## src/rtl/dbnc_pkg.sv

```systemverilog
// Shared constants and helpers for the input_debouncer slice.
// Optional build macro: DBNC_GLITCH_CNT_EN (adds the glitch_cnt output).
package dbnc_pkg;

  localparam int unsigned DBNC_PRESCALE_DEF = 1000;
  localparam int unsigned DBNC_STABLE_DEF   = 4;
  localparam int unsigned SYNC_STAGES       = 2;

  // A channel is STABLE while its counter is zero, PENDING otherwise.
  typedef enum logic {
    CH_STABLE  = 1'b0,
    CH_PENDING = 1'b1
  } ch_state_e;

  // Stability counter width: clog2(STABLE_TICKS), never less than 1 bit.
  function automatic int unsigned dbnc_cnt_w(input int unsigned stable_ticks);
    return (stable_ticks <= 1) ? 1 : $clog2(stable_ticks);
  endfunction

  // Prescaler width: clog2(PRESCALE), never less than 1 bit.
  function automatic int unsigned dbnc_pre_w(input int unsigned prescale);
    return (prescale <= 1) ? 1 : $clog2(prescale);
  endfunction

endpackage

```

## src/rtl/dbnc_channel.sv

```systemverilog
// One debounce channel: 2-flop synchronizer, tick-sampled stability
// counter, registered debounced level and one-cycle rise/fall pulses.
// Optional build macro: DBNC_GLITCH_CNT_EN (exports o_reject).
module dbnc_channel
  import dbnc_pkg::*;
#(
  parameter int unsigned STABLE_TICKS = DBNC_STABLE_DEF
) (
  input  logic clk,
  input  logic rst,
  input  logic i_tick,
  input  logic i_raw,
  output logic o_sync,
  output logic o_db,
  output logic o_rise,
  output logic o_fall
`ifdef DBNC_GLITCH_CNT_EN
  ,
  output logic o_reject
`endif
);

  localparam int unsigned   CW       = dbnc_cnt_w(STABLE_TICKS);
  localparam logic [CW-1:0] CNT_LAST = CW'(STABLE_TICKS - 1);

  logic [SYNC_STAGES-1:0] r_sync;
  logic [CW-1:0]          r_cnt;
  logic                   r_db;
  logic                   r_rise;
  logic                   r_fall;

  ch_state_e              w_state;
  logic                   w_s2;
  logic                   w_diff;
  logic [CW-1:0]          w_cnt_nxt;
  logic                   w_db_nxt;
  logic                   w_flip;
  logic                   w_rise_nxt;
  logic                   w_fall_nxt;

  assign w_s2    = r_sync[SYNC_STAGES-1];
  assign w_diff  = (w_s2 != r_db);
  assign w_state = (r_cnt == '0) ? CH_STABLE : CH_PENDING;

  // State register: synchronizer chain, counter, level and pulse flops.
  always_ff @(posedge clk) begin
    if (rst) begin
      r_sync <= '0;
      r_cnt  <= '0;
      r_db   <= 1'b0;
      r_rise <= 1'b0;
      r_fall <= 1'b0;
    end else begin
      r_sync <= {r_sync[SYNC_STAGES-2:0], i_raw};
      r_cnt  <= w_cnt_nxt;
      r_db   <= w_db_nxt;
      r_rise <= w_rise_nxt;
      r_fall <= w_fall_nxt;
    end
  end

  // Next state: only ticks move the counter; a full run of differing
  // ticks flips the level, a matching tick while pending rejects.
  always_comb begin
    w_cnt_nxt = r_cnt;
    w_db_nxt  = r_db;
    w_flip    = 1'b0;
    if (i_tick) begin
      if (w_diff) begin
        if (r_cnt == CNT_LAST) begin
          w_flip    = 1'b1;
          w_db_nxt  = ~r_db;
          w_cnt_nxt = '0;
        end else begin
          w_cnt_nxt = r_cnt + 1'b1;
        end
      end else if (w_state == CH_PENDING) begin
        w_cnt_nxt = '0;
      end
    end
  end

  // Outputs: pulse direction follows the level being left.
  always_comb begin
    w_rise_nxt = w_flip & ~r_db;
    w_fall_nxt = w_flip &  r_db;
`ifdef DBNC_GLITCH_CNT_EN
    o_reject   = i_tick & ~w_diff & (w_state == CH_PENDING);
`endif
  end

  assign o_sync = w_s2;
  assign o_db   = r_db;
  assign o_rise = r_rise;
  assign o_fall = r_fall;

endmodule

```

## src/rtl/input_debouncer.sv

```systemverilog
// Multi-channel input debouncer: shared sample-tick prescaler, one
// dbnc_channel per input, registered all-settled flag.
// Optional build macro: DBNC_GLITCH_CNT_EN (adds saturating glitch_cnt).
module input_debouncer
  import dbnc_pkg::*;
#(
  parameter int unsigned NUM_CH       = 3,
  parameter int unsigned PRESCALE     = DBNC_PRESCALE_DEF,
  parameter int unsigned STABLE_TICKS = DBNC_STABLE_DEF
) (
  input  logic              clk,
  input  logic              rst,
  input  logic [NUM_CH-1:0] raw_in,
  output logic [NUM_CH-1:0] db_out,
  output logic [NUM_CH-1:0] rise_pulse,
  output logic [NUM_CH-1:0] fall_pulse,
  output logic              settled
`ifdef DBNC_GLITCH_CNT_EN
  ,
  output logic [7:0]        glitch_cnt
`endif
);

  localparam int unsigned   PW      = dbnc_pre_w(PRESCALE);
  localparam logic [PW-1:0] PS_LAST = PW'(PRESCALE - 1);

  logic [PW-1:0]     r_pre;
  logic              r_settled;
  logic              w_tick;
  logic [NUM_CH-1:0] w_sync;
  logic [NUM_CH-1:0] w_db;
  logic [NUM_CH-1:0] w_match;

  assign w_tick  = (r_pre == PS_LAST);
  assign w_match = ~(w_sync ^ w_db);

  // Sample-tick prescaler: counts 0..PRESCALE-1 and wraps on the tick.
  always_ff @(posedge clk) begin
    if (rst) begin
      r_pre <= '0;
    end else if (w_tick) begin
      r_pre <= '0;
    end else begin
      r_pre <= r_pre + 1'b1;
    end
  end

  // Settled flag: every synchronized input agrees with its debounced level.
  always_ff @(posedge clk) begin
    if (rst) begin
      r_settled <= 1'b0;
    end else begin
      r_settled <= &w_match;
    end
  end

`ifdef DBNC_GLITCH_CNT_EN
  logic [NUM_CH-1:0] w_reject;
  logic [7:0]        r_glitch;

  // Glitch counter: one count per tick with any rejection, saturating.
  always_ff @(posedge clk) begin
    if (rst) begin
      r_glitch <= '0;
    end else if ((|w_reject) && (r_glitch != '1)) begin
      r_glitch <= r_glitch + 1'b1;
    end
  end

  assign glitch_cnt = r_glitch;
`endif

  for (genvar g = 0; g < NUM_CH; g++) begin : g_ch
    dbnc_channel #(
      .STABLE_TICKS (STABLE_TICKS)
    ) u_ch (
      .clk      (clk),
      .rst      (rst),
      .i_tick   (w_tick),
      .i_raw    (raw_in[g]),
      .o_sync   (w_sync[g]),
      .o_db     (w_db[g]),
      .o_rise   (rise_pulse[g]),
      .o_fall   (fall_pulse[g])
`ifdef DBNC_GLITCH_CNT_EN
      ,
      .o_reject (w_reject[g])
`endif
    );
  end

  assign db_out  = w_db;
  assign settled = r_settled;

endmodule

```

## config.mk

```make
export PLATFORM = sky130hd
export DESIGN_NAME = input_debouncer
export DESIGN_NICKNAME = d
export VERILOG_FILES = /design/src/rtl/dbnc_pkg.sv /design/src/rtl/dbnc_channel.sv /design/src/rtl/input_debouncer.sv
export SDC_FILE = /design/constraint.sdc
export NUM_CORES = 1
export LEC_CHECK = 0
export BUFFER_PORTS_ARGS = -buffer_cell sky130_fd_sc_hd__buf_4
export CORE_MARGIN = 2
export CORE_UTILIZATION = 30
export DETAILED_ROUTE_END_ITERATION = 8
export PLACE_DENSITY = 0.48
export SLEW_MARGIN = 20
export SYNTH_ARGS = -nofsm -noshare
export SYNTH_HDL_FRONTEND = slang
export SYNTH_HIERARCHICAL = 1
export SYNTH_SLANG_ARGS = --single-unit
```

## constraint.sdc

```tcl
create_clock -name clk -period 3.12 [get_ports clk]
set_input_delay 0.312 -clock clk [delete_from_list [all_inputs] [get_ports clk]]
set_output_delay 0.312 -clock clk [all_outputs]
set_load 0.02 [all_outputs]
```

==> metrics, run 1 <==
status=finished, final reports clean; CP Capture Type=register; CTS sink count=32; synth cell count leaders=32 x dfxtp_1, 10 x nand2_1, 10 x nand3_1, 10 x nor2b_1, 9 x inv_1; wire per inst=approximately 12 um; Post-synth ARST share=0%; n_diodes=0; CTS Hold Bufs=0; cts repair resizes=0; largest stage delay on the critical path=~470 ps; Cell Chain, Critical Path=ha_1, nand4bb_1, nor3_1, buf_4, or4b_1, a21oi_1; CTS tree=yes; initial antenna violation count=0; DR vias=about 1100; Rel. slew slack=78.99%; final hold slack=~250 ps; Core Box Area=about 4400 um^2; H-tree levels=2; clk buf depth=2; layout cells sized above 1=approximately 14%; Hold Startpoint=raw_in[1]; crit path DAT=between 2000 and 2500 ps; Yosys warning count=6; # DRC=0; io pins=15; Area Growth Syn to Fin=18.40%; r2r endpoint=g_ch[2].u_ch/r_cnt[0]; grt ovf=0; Final Hold Fails=0; r2r startpoint=r_pre[0]; postcts setup bufs=0; number of max-cap violations=0; Die Y=about 72 um; non-filler cells, final=219; Crit-path slowest cell=or4b_1; P_leak=0.0006025 uW; Yosys top cell area share=46.17%; Routability Congestion=0.7738; total CTS buffers=5; most frequent cell after synthesis=dfxtp_1; Startpoint Class=register; post-layout minimum cycle time=1953 ps; Clk pin slew, worst setup/hold paths=roughly 60 ps; Syn Nets=157; Worst R2R Path Depth=6; Mapped Cells=about 150; full die area=about 5200 um^2; total track usage=between 10% and 20%; RSZ-0062 raised after global routing=false; CTS Root Cell=clkbuf_8; Hold EP=g_ch[1].u_ch/r_sync[0]; Main synth FF type=dfxtp_1; syn_area_per_cell=roughly 9.6 um^2; final wirelength=roughly 2.6 mm; worst reg-to-reg setup slack=around 1200 ps; largest net degree at the start of global routing=30; Initial Util=around a third; clk_skew=roughly 6.3 ps; Pins Over Slew Limit=0; setup tns final=0 ps; period utilization=between 60 and 70%; Nets=179; synth top area cells=dfxtp_1 46%, ha_1 6.3%, nor2b_1 4.5%; number of flops mapped to enable cells by yosys=0; first-pass iteration count of the detailed router=4; Netlist Area Pre-Place=approximately 1400 um^2; FILL cells=roughly 450; sequential fraction of the synthesis area=46.17%; Hold Crit Depth=2; Synth area leader=dfxtp_1; Worst-Margin Slew=~310 ps; count of final setup violators=0; number of port buffers=14; VDD IR max=199.6 uV; clk_lat worst skew=~280 ps; pwr dens=approximately 460 nW/um^2; Detailed Route Iter0 Violations=27; Avg Vias per Cell=5.018; Placed Cells=~210; vias in the first global route=approximately 1000; hpwl dp=1.807 mm; Yosys reg bits=32; worst setup path class=register to register; Yosys cell types=31; die width=between 70 and 80 um; Final ANT Viol Nets=0; CP required=between 3000 and 4000 ps; Hold Crit Class=input pin to register; Fmax=512.0 MHz; first-pass GRT wire length=about 4.5 mm; fin util=roughly 37%; FP Rows=24; CP Max Fanout=18
routing by layer:
layer  GRT usage [%]  up-vias  part of all wire, %
met3           4.722        6                  3.9
met5               0        -                    0
met2           18.72       15                   47
met4           5.660        0                  2.3
li1                -      567                    -
met1           12.13      511                   47
placed cells by master (no fill, tap or decap), types with 3 or more instances in the layout:
| cell | count |
|---|---|
| nand3b_1 | 3 |
| xor2_1 | 4 |
| or4b_1 | 3 |
| clkbuf_8 | 5 |
| ha_1 | 7 |
| nor2_1 | 5 |
| a31oi_1 | 8 |
| dfxtp_1 | 32 |
| nand2_1 | 10 |
| inv_1 | 9 |
| nor4b_1 | 6 |
| nor2b_1 | 10 |
| nand2b_1 | 3 |
| nand3_1 | 10 |
| a21oi_1 | 8 |
| buf_4 | 15 |
| o21ai_0 | 4 |
| xnor2_1 | 5 |
final cells by class:
cell class / count / area (um^2) / share of cell area (%)
well taps: 52 / 65.06 / 3.960
flip-flops and latches: 32 / 640.6 / 38.99
repair buffers: 15 / 112.6 / 6.855
clock inverters: 1 / 5.005 / 0.3046
clock buffers: 6 / 72.57 / 4.417
inverters: 9 / 33.78 / 2.056
multi-input cells: 104 / 713.2 / 43.41
worst max path at each step:
stage / endpoint / start / slack, ps / cells after the start
2_1_floorplan: g_ch[0].u_ch/r_cnt[0] / r_pre[0] / 870 / 5
3_3_place_gp: g_ch[2].u_ch/r_cnt[0] / r_pre[0] / 1330 / 6
3_5_place_dp: g_ch[2].u_ch/r_cnt[0] / r_pre[0] / 1190 / 6
4_1_cts: g_ch[2].u_ch/r_cnt[0] / r_pre[0] / 1180 / 6
5_1_grt: g_ch[2].u_ch/r_cnt[0] / r_pre[0] / 1030 / 6
6_report: g_ch[2].u_ch/r_cnt[0] / r_pre[0] / 1170 / 6
cell families (layout without fill, tap and decap cells):
group / count (synthesis) / after routing / synth area share [%]
buffers and inverters: 9 / 31 / 2.434
XOR/XNOR: 9 / 9 / 5.680
AND/OR/NAND/NOR: 64 / 64 / 29.13
adder cells (fa/ha/maj): 7 / 7 / 6.312
AO/OA/AOI/OAI: 24 / 24 / 10.28
flip-flops: 32 / 32 / 46.17
power breakdown:
| part | switching (uW) | internal (uW) | total [uW] |
|---|---|---|---|
| sequential | 11.1 | 420 | 432 |
| combinational | 19.3 | 17.4 | 36.7 |
| clock | 138 | 151 | 289 |
flip-flops by register name, summed over array words and instances (netlist names):
| name | count |
|---|---|
| g_ch.u_ch/r_cnt | 6 |
| settled | 1 |
| g_ch.u_ch/o_fall | 3 |
| r_pre | 10 |
| g_ch.u_ch/o_rise | 3 |
| g_ch.u_ch/r_sync | 6 |
| g_ch.u_ch/o_db | 3 |
critical path, delay by kind of cell, from the launching register on:
kind / cells / cell delay (ps)
AO/OA/AOI/OAI: 1 / 170
adder cells (fa/ha/maj): 1 / 280
flip-flops: 1 / 370
buffers and inverters: 1 / 240
AND/OR/NAND/NOR: 3 / 820
stage by stage:
step	instance area (um^2)	setup slack (ps)	power, uW
after floorplan	1388	869.5	460.4
after global placement	1565	1334	476.1
after detailed placement	1565	1189	477.6
after CTS	1643	1183	776.8
after global routing	1643	1034	799.4
final	1643	1167	757.0
No activity file was read; power rests on OpenSTA's default activity.
==> run 2: changes to the inputs <==
- clock period: 3.12 -> 1.89 ns (I/O delays scaled with it)
==> metrics, run 2 (same netlist as run 1, synthesis figures left out) <==
Hold Crit Depth=2 (unchanged); Initial Util=31.43% (unchanged); Fmax=563.5 MHz (+10%); CTS Hold Bufs=0 (unchanged); worst reg-to-reg setup slack=120 ps (-1050 ps); count of final setup violators=0 (unchanged); layout cells sized above 1=18.02% (+3.7 points); largest net degree at the start of global routing=30 (unchanged); full die area=5185 um^2 (unchanged); die width=72.01 um (unchanged); Worst R2R Path Depth=5 (-1); Rel. slew slack=76.58% (-2.4 points); Avg Vias per Cell=5.125 (+2.1%); H-tree levels=2 (unchanged); initial antenna violation count=0 (unchanged); non-filler cells, final=224 (+2.3%); Pins Over Slew Limit=0 (unchanged); Placed Cells=215 (+1.4%); CTS sink count=32 (unchanged); Hold Crit Class=input pin to register; r2r startpoint=r_pre[0]; CTS Root Cell=clkbuf_8; commonest non-fill, non-tap cells in the layout=32 x dfxtp_1, 20 x buf_4, 10 x nand3_1, 10 x nand2_1, 10 x nor2b_1; total CTS buffers=5 (unchanged); number of port buffers=14 (unchanged); commonest non-fill, non-tap cell in the layout=dfxtp_1; Clk pin slew, worst setup/hold paths=60 ps (about the same); first-pass iteration count of the detailed router=4 (unchanged); period utilization=93.90% (+31 points); # DRC=0 (unchanged); number of max-cap violations=0 (unchanged); Nets=184 (+2.8%); n_diodes=0 (unchanged); CP Max Fanout=7 (-11); wire per inst=12.16 um (+3.6%); crit path DAT=1980 ps (-170 ps); Routability Congestion=0.7582 (-2.0%); Final ANT Viol Nets=0 (unchanged); CP Capture Type=register; grt ovf=0 (unchanged); clk_lat worst skew=280 ps (about the same); CP required=2100 ps (-1220 ps); final wirelength=2.724 mm (+6.0%); Largest regs=r_pre x10, g_ch.u_ch/r_cnt x6, g_ch.u_ch/r_sync x6; Hold Startpoint=raw_in[1]; footprint of the multi-input gates=730.7 um^2 (+2.5%); Worst-Margin Slew=348.9 ps (+35.91 ps); worst setup path class=register to register; VDD IR max=395.5 uV (+98%); vias in the first global route=1052 (+3.3%); status=finished, final reports clean; r2r endpoint=g_ch[0].u_ch/r_cnt[0]; max reg flops=10 (unchanged); FILL cells=450 (+1.1%); total track usage=11.27% (+0.078 points); Core Box Area=4414 um^2 (unchanged); io pins=15 (unchanged); final hold slack=118.9 ps (-126.9 ps); clk buf depth=2 (unchanged); DR vias=1148 (+4.5%); Area Growth Syn to Fin=22.36%; CTS tree=yes; Hold EP=g_ch[1].u_ch/r_sync[0]; FP Rows=24 (unchanged); Die Y=72.01 um (unchanged); Detailed Route Iter0 Violations=36 (+33%); pwr dens=741.2 nW/um^2 (+61%); register area=640.6 um^2 (unchanged); most flop-heavy register=r_pre; Final Hold Fails=0 (unchanged); hpwl dp=1.857 mm (+2.8%); first-pass GRT wire length=4.540 mm (+1.4%); clk_skew=5.176 ps (-1.105 ps); post-layout minimum cycle time=1775 ps (-178.3 ps); P_leak=0.0006450 uW (+7.1%); Startpoint Class=register
[run 2: changes by cell type in the layout (fill, tap and decap cells not counted)]
cell | previous run | this run
nor4b_2 | 0 | 1
nor3_1 | 1 | 0
nor4b_1 | 6 | 5
nor3_4 | 0 | 1
buf_4 | 15 | 20
[run 2: worst max-delay path: stages (launching register included)]
cell	delay (ps)
dfxtp_1	360
ha_1	180
nand4bb_1	210
nor3_4	340
or4b_1	470
a21oi_1	140
[run 2: final cells by class]
type	count	area share [%]
multi-input combinational	104	43.04
sequential	32	37.73
timing repair buffer	20	8.843
clock buffer	6	4.274
tap	52	3.832
inverter	9	1.990
clock inverter	1	0.2948
[run 2: metal layers]
| metal | up-vias | wire (um) | global-route usage [%] |
|---|---|---|---|
| met5 | - | 0 | 0 |
| met4 | 0 | 28 | 4.822 |
| met3 | 4 | 123 | 3.750 |
| met2 | 19 | 1349 | 18.83 |
| met1 | 545 | 1223 | 13.24 |
| li1 | 580 | - | - |
[run 2: how the worst max path moves through the flow]
| stage | start | endpoint | slack (ps) | depth (start not counted) |
|---|---|---|---|---|
| finish | r_pre[0] | g_ch[0].u_ch/r_cnt[0] | 120 | 5 |
| global route | r_pre[0] | g_ch[0].u_ch/r_cnt[0] | -9 | 5 |
| CTS | r_pre[0] | g_ch[1].u_ch/r_cnt[0] | 130 | 5 |
| detailed placement | r_pre[0] | g_ch[1].u_ch/r_cnt[0] | 130 | 5 |
| global placement | r_pre[0] | g_ch[2].u_ch/r_cnt[0] | 210 | 5 |
| floorplan | r_pre[0] | g_ch[0].u_ch/r_cnt[0] | 80 | 5 |
[run 2: power breakdown]
group	internal [uW]	switching, uW	leakage, uW	total [uW]
Sequential	694	16.5	0.000260	711
Combinational	31.8	37.0	0.000344	68.8
Clock	250	229	0.0000410	479
[run 2: through the flow]
step	util [%]	instance area, um^2	power [uW]	setup slack (ps)	setup TNS, ps
floorplan	-	1399	761.2	82.44	0
global placement	36.22	1599	790.1	208.4	0
detailed placement	36.22	1599	794.0	134.7	0
CTS	37.98	1677	1281	128.8	0
global route	38.46	1698	1324	-9.313	-9.313
finish	38.46	1698	1258	115.3	0
[run 2: what timing repair did]
action	in CTS	in global routing
setup endpoints to repair	0	3
resized for setup	0	1
setup buffers	0	2
hold endpoints to repair	0	0
